## src/rtl/fifo_pkg.sv

```systemverilog
// Shared helpers for the async FIFO pointer blocks: Gray/binary conversion
// and the depth calculation, sized generically up to 32-bit pointers.
package fifo_pkg;

    localparam int GRAY_MAX_W = 32;

    typedef logic [GRAY_MAX_W-1:0] gvec_t;

    function automatic int fifo_depth(input int addr_width);
        return 1 << addr_width;
    endfunction

    // Caller truncates the result to its own pointer width.
    function automatic gvec_t bin2gray(input gvec_t b);
        return b ^ (b >> 1);
    endfunction

    // Prefix-XOR by doubling shifts. Bits at or above 'width' are ignored.
    function automatic gvec_t gray2bin(input gvec_t g, input int width);
        gvec_t b;
        b = g & ((gvec_t'(1) << width) - gvec_t'(1));
        for (int s = 1; s < GRAY_MAX_W; s = s << 1) begin
            b = b ^ (b >> s);
        end
        return b;
    endfunction

endpackage

```

## src/rtl/gray2bin_conv.sv

```systemverilog
// Purely combinational Gray-to-binary converter; bit i is the XOR of all
// Gray bits from i up to the MSB. Shared with the read-side pointer block.
module gray2bin_conv #(
    parameter int W = 9
) (
    input  logic [W-1:0] i_gray,
    output logic [W-1:0] o_bin
);

    genvar gi;
    generate
        for (gi = 0; gi < W; gi++) begin : g_bit
            assign o_bin[gi] = ^i_gray[W-1:gi];
        end
    endgenerate

endmodule

```

## src/rtl/wrptr_control_ext.sv

```systemverilog
// Write-domain pointer controller for the async FIFO: binary/Gray write
// pointer, full and almost-full flags, fill level, and overflow accounting.
module wrptr_control_ext
    import fifo_pkg::*;
#(
    parameter  int ADDR_WIDTH     = 8,
    parameter  int DROP_CNT_WIDTH = 8,
    localparam int PTR_WIDTH      = ADDR_WIDTH + 1
) (
    input  logic                      clk,
    input  logic                      reset,
    input  logic                      wren,
    input  logic [PTR_WIDTH-1:0]      rptr_sync2,
    input  logic [PTR_WIDTH-1:0]      af_thresh,
    input  logic                      ovf_clr,
    output logic [PTR_WIDTH-1:0]      wrptr,
    output logic [ADDR_WIDTH-1:0]     waddr,
    output logic                      wfull,
    output logic                      wafull,
    output logic [PTR_WIDTH-1:0]      wlevel,
    output logic                      woverflow,
    output logic [DROP_CNT_WIDTH-1:0] wdrop_cnt
);

    // Handshake: wren is a request, !wfull is the ready; a write moves only on
    // an edge where both hold, and wren while wfull is dropped and counted.
    logic [PTR_WIDTH-1:0]      r_wbin;
    logic [PTR_WIDTH-1:0]      r_wgray;
    logic                      r_full;
    logic                      r_afull;
    logic [PTR_WIDTH-1:0]      r_level;
    logic                      r_ovf;
    logic [DROP_CNT_WIDTH-1:0] r_drop;

    logic                      w_accept;
    logic                      w_reject;
    logic [PTR_WIDTH-1:0]      w_wbin_next;
    logic [PTR_WIDTH-1:0]      w_wgray_next;
    logic [PTR_WIDTH-1:0]      w_rbin_sync;
    logic [PTR_WIDTH-1:0]      w_level_next;
    logic [PTR_WIDTH-1:0]      w_full_match;
    logic                      w_full_next;

    gray2bin_conv #(
        .W (PTR_WIDTH)
    ) u_rptr_conv (
        .i_gray (rptr_sync2),
        .o_bin  (w_rbin_sync)
    );

    assign w_accept     = wren & ~r_full;
    assign w_reject     = wren & r_full;
    assign w_wbin_next  = r_wbin + PTR_WIDTH'(w_accept);
    assign w_wgray_next = PTR_WIDTH'(bin2gray(gvec_t'(w_wbin_next)));
    assign w_level_next = w_wbin_next - w_rbin_sync;

    // Full when the write pointer is exactly one lap ahead: Gray form of that
    // is the read pointer with its two MSBs inverted.
    assign w_full_match = {~rptr_sync2[PTR_WIDTH-1:PTR_WIDTH-2], rptr_sync2[PTR_WIDTH-3:0]};
    assign w_full_next  = (w_wgray_next == w_full_match);

    always_ff @(posedge clk or posedge reset) begin
        if (reset) begin
            r_wbin  <= '0;
            r_wgray <= '0;
            r_full  <= 1'b0;
            r_afull <= 1'b0;
            r_level <= '0;
        end else begin
            r_wbin  <= w_wbin_next;
            r_wgray <= w_wgray_next;
            r_full  <= w_full_next;
            r_afull <= (w_level_next >= af_thresh);
            r_level <= w_level_next;
        end
    end

    // A rejected write on the same edge as a clear wins over the clear.
    always_ff @(posedge clk or posedge reset) begin
        if (reset) begin
            r_ovf  <= 1'b0;
            r_drop <= '0;
        end else if (ovf_clr) begin
            r_ovf  <= w_reject;
            r_drop <= DROP_CNT_WIDTH'(w_reject);
        end else if (w_reject) begin
            r_ovf <= 1'b1;
            if (r_drop != {DROP_CNT_WIDTH{1'b1}}) begin
                r_drop <= r_drop + DROP_CNT_WIDTH'(1);
            end
        end
    end

    assign wrptr     = r_wgray;
    assign waddr     = r_wbin[ADDR_WIDTH-1:0];
    assign wfull     = r_full;
    assign wafull    = r_afull;
    assign wlevel    = r_level;
    assign woverflow = r_ovf;
    assign wdrop_cnt = r_drop;

endmodule

```

## config.mk

```make
export PLATFORM = sky130hd
export DESIGN_NAME = wrptr_control_ext
export DESIGN_NICKNAME = d
export VERILOG_FILES = /design/src/rtl/fifo_pkg.sv /design/src/rtl/gray2bin_conv.sv /design/src/rtl/wrptr_control_ext.sv
export SDC_FILE = /design/constraint.sdc
export NUM_CORES = 1
export LEC_CHECK = 0
export BUFFER_PORTS_ARGS = -buffer_cell sky130_fd_sc_hd__buf_2
export CAP_MARGIN = 5
export CORE_UTILIZATION = 53
export DETAILED_ROUTE_END_ITERATION = 8
export PLACE_DENSITY = 0.8
export SLEW_MARGIN = 20
export SYNTH_ARGS = -nofsm -noshare
export SYNTH_HDL_FRONTEND = slang
export SYNTH_SLANG_ARGS = --single-unit
export TNS_END_PERCENT = 5
```

## constraint.sdc

```tcl
create_clock -name clk -period 4.5 [get_ports clk]
set_input_delay 0.225 -clock clk [delete_from_list [all_inputs] [get_ports clk]]
set_output_delay 0.225 -clock clk [all_outputs]
set_load 0.03 [all_outputs]
```

# After elaboration in Yosys (flattened, before gate mapping)
# Index checks and enable logic that the tools add are counted.
[classes] order_cmp=1 reduce_logical=11 eq_ne=2 n_mux=5 n_bitwise=5 addsub=3
[ops] cell="$mux W8" count=3
[ops] cell="$add A9 B1 Y9" count=1
[ops] cell="$eq A9 B9 Y1" count=1
[ops] cell="$ge A9 B9 Y1" count=1
[ops] cell="$reduce_xor A9 Y1" count=1
[ops] cell="$sub A9 B9 Y9" count=1
[ops] cell="$xor A9 B8 Y9" count=1
[ops] cell="$add A8 B1 Y8 const B" count=1
[ops] cell="$ne A8 B8 Y1 const B" count=1
[ops] cell="$reduce_xor A8 Y1" count=1
[ops] cell="$reduce_xor A7 Y1" count=1
[ops] cell="$reduce_xor A6 Y1" count=1
[ops] cell="$reduce_xor A5 Y1" count=1
[ops] cell="$reduce_bool A2 Y1" count=2
[ops] cell="$reduce_xor A4 Y1" count=1
[ops] cell="$reduce_xor A3 Y1" count=1
[ops] cell="$and A1 B1 Y1" count=2
[ops] cell="$mux W1" count=2
[ops] cell="$not A2 Y2" count=1
[ops] cell="$reduce_and A2 Y1" count=1
[ops] cell="$reduce_xor A2 Y1" count=1
[ops] cell="$not A1 Y1" count=1
[word_totals] register_bits=38 wordCells=34 output_inout_bits=37

# Depth between registers and ports, before layout
[depth] ltp_word=5 mapped_depth=16 mapped_depth_nobuf=16

# By module
# A second synthesis with hierarchy kept.
[unflattened] cells_unflattened=229 hier_area_um2=2401.1
[by_module_without_submodules] module="wrptr_control_ext" area_per_inst_um2=2232.1 seq_area_each_um2=925.9 instances=1 cells_each=215
[by_module_without_submodules] module="gray2bin_conv" area_per_inst_um2=168.9 seq_area_each_um2=0.0 instances=1 cells_each=14

# Worst setup path before layout
# No wires, ideal clock.
[synth_path] path_kind="flip-flop to flip-flop" startpoint="reg r_full, in the netlist wfull" endpoint="reg r_afull, in the netlist wafull" t_arrival_ns=3.380 stages_incl_launch_ff=17 required_time_ns=4.374 path_slack_ns=0.994 path_buffers=0 path_cell_list="dfrtp_1 > nor2b_1 > ha_1 > xnor2_1 > inv_1 > ha_1 > a21oi_1 > maj3_2 > o21bai_2 > a21oi_2 > o21bai_2 > a21oi_1 > xnor2_1 > ha_1 > or2_2 > a21oi_1 > a21oi_1"
[synth_via] elab_chain_cells=5
[synth_lines] element="start, declared" line="wrptr_control_ext.sv:29" text="logic r_full;"
[synth_lines] element="start signal, assigned" line="wrptr_control_ext.sv:72" text="r_full <= w_full_next;"
[synth_lines] element="$not A1 Y1" line="wrptr_control_ext.sv:51" text="assign w_accept = wren & ~r_full;"
[synth_lines] element="$and A1 B1 Y1" line="wrptr_control_ext.sv:51"
[synth_lines] element="$add A9 B1 Y9" line="wrptr_control_ext.sv:53" text="assign w_wbin_next = r_wbin + PTR_WIDTH'(w_accept);"
[synth_lines] element="named net w_wbin_next[1]" line="wrptr_control_ext.sv:37" text="logic [PTR_WIDTH-1:0] w_wbin_next;"
[synth_lines] element="$sub A9 B9 Y9" line="wrptr_control_ext.sv:55" text="assign w_level_next = w_wbin_next - w_rbin_sync;"
[synth_lines] element="named net w_level_next[7]" line="wrptr_control_ext.sv:40" text="logic [PTR_WIDTH-1:0] w_level_next;"
[synth_lines] element="$ge A9 B9 Y1" line="wrptr_control_ext.sv:73" text="r_afull <= (w_level_next >= af_thresh);"
[synth_lines] element="end signal, assigned" line="wrptr_control_ext.sv:73"
[synth_lines] element="end, declared" line="wrptr_control_ext.sv:30" text="logic r_afull;"
# The timed path passes the listed nets, and every way through them passes these cells.
# A chain may end at the register's enable or synchronous reset.

# Worst setup path after layout
# Same ends and word-level chain as after synthesis.

==> impl_summary.md <==
Worst hold path
In this run the worst hold path is classified as in2async.

Routing
The total via count after detailed routing is about 1700. The first routing iteration left between 80 and 90 violations. The post-detailed-route DRC marker count is 0. In the final routed layout, each cell accounts on average for between 10 and 15 um. Using the TritonRoute via totals, the vias-per-cell ratio works out to 4.93. The first detailed-routing pass took 4 iterations. The post-route antenna net violation count is 0.

For this block, the routed nets add up to 4350 um of wire.

Pwr
In this run the power density over the cells is ~750 nW/um^2. The cell-internal power is approximately 1100 uW. The net switching component of the power is 969 uW. The worst IR drop on VDD is roughly 0.52 mV. Summed over all cells, the static leakage comes to between 0.0015 and 0.002 uW. Of the total power, the clock network draws 0.116.

Of the total power, combinational logic draws 0.641. The switching part of the total is 0.470. The sequential group share of total power is 0.243.

Clock network
The root buffer cell chosen for the clock tree is sky130_fd_sc_hd__clkbuf_8. The hold buffer count at cts is 0. For the worst-skew pair, the clock arrives at the later sink with an insertion delay of approximately 0.30 ns.

Clock tree synthesis inserted a total of 5 buffers. TritonCTS built the clock tree. After clock tree synthesis, the setup repair step added 0 buffers. CTS built an H-tree with a depth of 2.

The clock edge transition at the registers on the reported setup and hold paths is about 0.08 ns. The maximum root-to-sink buffer count is 2. The number of gates resized after CTS was 0. The clock net in this run drives a total of 37 sinks.

Critical path
The worst setup path is of the reg2reg kind. The arrival time at the worst endpoint is ~3.8 ns. The kind of launch point of the worst setup path is a flop.

The highest fanout seen on the critical path is 4. The critical path required time is around 4.7 ns. The endpoint class of the critical path is a flop.

STA
Timing would allow up to 0.278 GHz. The number of hold violations in the final report is 0. Headroom to the max-slew limit came out at 0.604.

On the final layout, the worst clock skew is 0.00777 ns. The shortest period the worst path allows is around 3.6 ns. The worst hold slack after final layout is approximately 0.028 ns. Of the available clock period, the critical path in the final layout requires 0.798. Summed over all failing endpoints, the final setup total negative slack is 0 ns. The slew at the pin closest to its max-slew limit is approximately 0.6 ns.

Setup repair after global routing left no endpoint under its margin. Setup violations remaining at the end of the flow were counted as 0. The number of max-slew violations in the final report is 0.

Synth
The count of flip-flops with a built-in enable after synthesis is 0. Of the synthesized area, sequential elements account for 0.401. In the synthesized netlist the dominant register cell turns out to be sky130_fd_sc_hd__dfrtp_1.

The async set-reset flop share out of synthesis is 1.00. The number of synthesis warnings is 0. Synthesis inferred 37 register bits.

The gate count after technology mapping is between 200 and 250. The number of nets handed over by synthesis was 268. After synthesis the cells add up to roughly 2300 um^2. Each instance of the synthesized netlist takes up on average 10.3 um^2. The synthesized netlist contains 31 unique library cells.

Job
Across the run, the number of max-cap violations was 0.

Placed design
The post-detailed-placement half-perimeter wirelength is roughly 3300 um. Port buffering added 58 buffers. The total cell area at the placement stage is around 2700 um^2. Routability-driven placement finished with a final weighted congestion of 0.769.

Final layout
For this run, the post-layout net count is between 300 and 400. The fraction of layout instances using a drive strength above 1 is 0.264. Relative to the synthesized area, the layout overhead comes to 19.7%. The commonest non-fill, non-tap cell in the layout is sky130_fd_sc_hd__buf_2.

0 antenna diodes ended up in the layout. The layout has a little over 300 filler cells. After routing the design area is about 2800 um^2. Leaving out fill and tap cells, the most frequent cells in the layout are 58 x sky130_fd_sc_hd__buf_2, 37 x sky130_fd_sc_hd__dfrtp_1, 31 x sky130_fd_sc_hd__xnor2_1.

GRT
For this run, the total global-route usage over all layers was measured as 0.209. The aggregate global routing overflow is 0. The via count of the first global-routing pass is roughly 1600. The maximum number of pins on one net before global-route repair is 38.

The initial antenna violation count is 0. The first global-routing pass estimated just over 7000 um of wire.

Floorplanning
From left edge to right edge, the die measures about 68 um. The initialized floorplan defines 23 standard-cell rows. The total area inside the core boundary comes to 4090 um^2. The die is a little under 70 um tall. The initial core utilization is 0.565. The floorplan step defined a die boundary enclosing around 4600 um^2. For this design the top-level I/O count stands at between 50 and 60.

Outcome
The flow ran to the end, and the final reports show no timing, DRC or antenna violations.
==> state kept, by name (all words and copies together), names as in the netlist <==
signal     cells
wafull         1
r_wbin         9
wlevel         9
woverflow      1
wrptr          8
wdrop_cnt      8
wfull          1
==> Yosys cell counts, drive strengths merged (2+ instances only) <==
master  number  area share
dfrtp       37        0.40
xnor2       31        0.12
inv         30       0.049
ha          20        0.11
xor2        18       0.068
nand2       16       0.026
nor2        13       0.021
a21oi       10       0.023
nand3        8       0.017
nand4        6       0.016
o21ai        5       0.011
a21o         3      0.0098
nand2b       3      0.0081
o21bai       3       0.015
xnor3        3       0.029
a31oi        2      0.0054
and3         2      0.0054
and4         2      0.0076
nor2b        2      0.0054
o22ai        2      0.0054
xor3         2       0.023
==> stage by stage <==
| step | cells | utilization | power, uW | setup slack, ns |
|---|---|---|---|---|
| global placement | 334 | 0.654 | 1790 | 0.854 |
| CTS | 342 | 0.676 | 2080 | 0.894 |
| detailed placement | 334 | 0.654 | 1820 | 0.767 |
| finish | 342 | 0.676 | 2060 | 0.907 |
| global route | 342 | 0.676 | 2260 | 0.610 |
| floorplan | 225 | - | 1530 | 0.994 |
==> cells by family (layout without fill, tap and decap cells) <==
group | Yosys count | after routing | synth area share
buffers and inverters | 31 | 98 | 0.0504
AND/OR/NAND/NOR | 55 | 55 | 0.115
adder cells (fa/ha/maj) | 22 | 22 | 0.122
AO/OA/AOI/OAI | 25 | 25 | 0.0694
XOR/XNOR | 54 | 54 | 0.238
flip-flops | 37 | 37 | 0.401
multiplexers | 1 | 1 | 0.00434
==> worst max-delay path, stage by stage, from the launching register on <==
cell,delay (ns)
sky130_fd_sc_hd__dfrtp_1,0.43
sky130_fd_sc_hd__nor2b_1,0.18
sky130_fd_sc_hd__ha_1,0.21
sky130_fd_sc_hd__nand3_1,0.17
sky130_fd_sc_hd__xor2_1,0.41
sky130_fd_sc_hd__inv_1,0.22
sky130_fd_sc_hd__ha_1,0.27
sky130_fd_sc_hd__o21bai_2,0.20
sky130_fd_sc_hd__a21oi_2,0.19
sky130_fd_sc_hd__o21bai_2,0.07
sky130_fd_sc_hd__a21oi_1,0.21
sky130_fd_sc_hd__xnor2_1,0.19
sky130_fd_sc_hd__ha_1,0.27
sky130_fd_sc_hd__or2_2,0.27
sky130_fd_sc_hd__a21oi_1,0.14
sky130_fd_sc_hd__a21oi_1,0.05
==> power groups by stage <==
stage / Combinational, uW / Clock [uW] / Sequential, uW
after floorplan: 804 / 0 / 721
after global placement: 1280 / 0 / 504
after global routing: 1490 / 258 / 517
final: 1320 / 239 / 500
after CTS: 1340 / 242 / 500
after detailed placement: 1320 / 0 / 504
==> routing by layer <==
metal | part of all wire | wire length, um | vias up | GRT usage
met1 | 0.45 | 1960 | 764 | 0.269
met4 | 0.015 | 64 | 0 | 0.0781
met5 | 0 | 0 | - | 0
li1 | - | - | 866 | -
met3 | 0.051 | 223 | 7 | 0.0483
met2 | 0.48 | 2100 | 49 | 0.339
==> final cells by class <==
| cell class | count | area [um^2] | share of cell area |
|---|---|---|---|
| sequential | 37 | 926 | 0.335 |
| inverter | 30 | 113 | 0.0408 |
| tap | 50 | 62.6 | 0.0226 |
| multi-input combinational | 157 | 1270 | 0.458 |
| timing repair buffer | 60 | 305 | 0.111 |
| clock inverter | 3 | 21.3 | 0.00770 |
| clock buffer | 5 | 68.8 | 0.0249 |
==> path summary, 6_finish.rpt <==
kind | from | endpoint | slack (ns) | cells past startpoint
max | wfull | wafull | 0.91 | 15
min | reset | wlevel[3] | 0.03 | 3
max reg2reg | wfull | wafull | 0.91 | 15
min reg2reg | wdrop_cnt[6] | wdrop_cnt[6] | 0.55 | 2
max in group asynchronous | reset | wrptr[4] | 4.15 | 3
min in group clk | ovf_clr | wdrop_cnt[3] | 0.21 | 2
(Power assumes the default switching activity.)
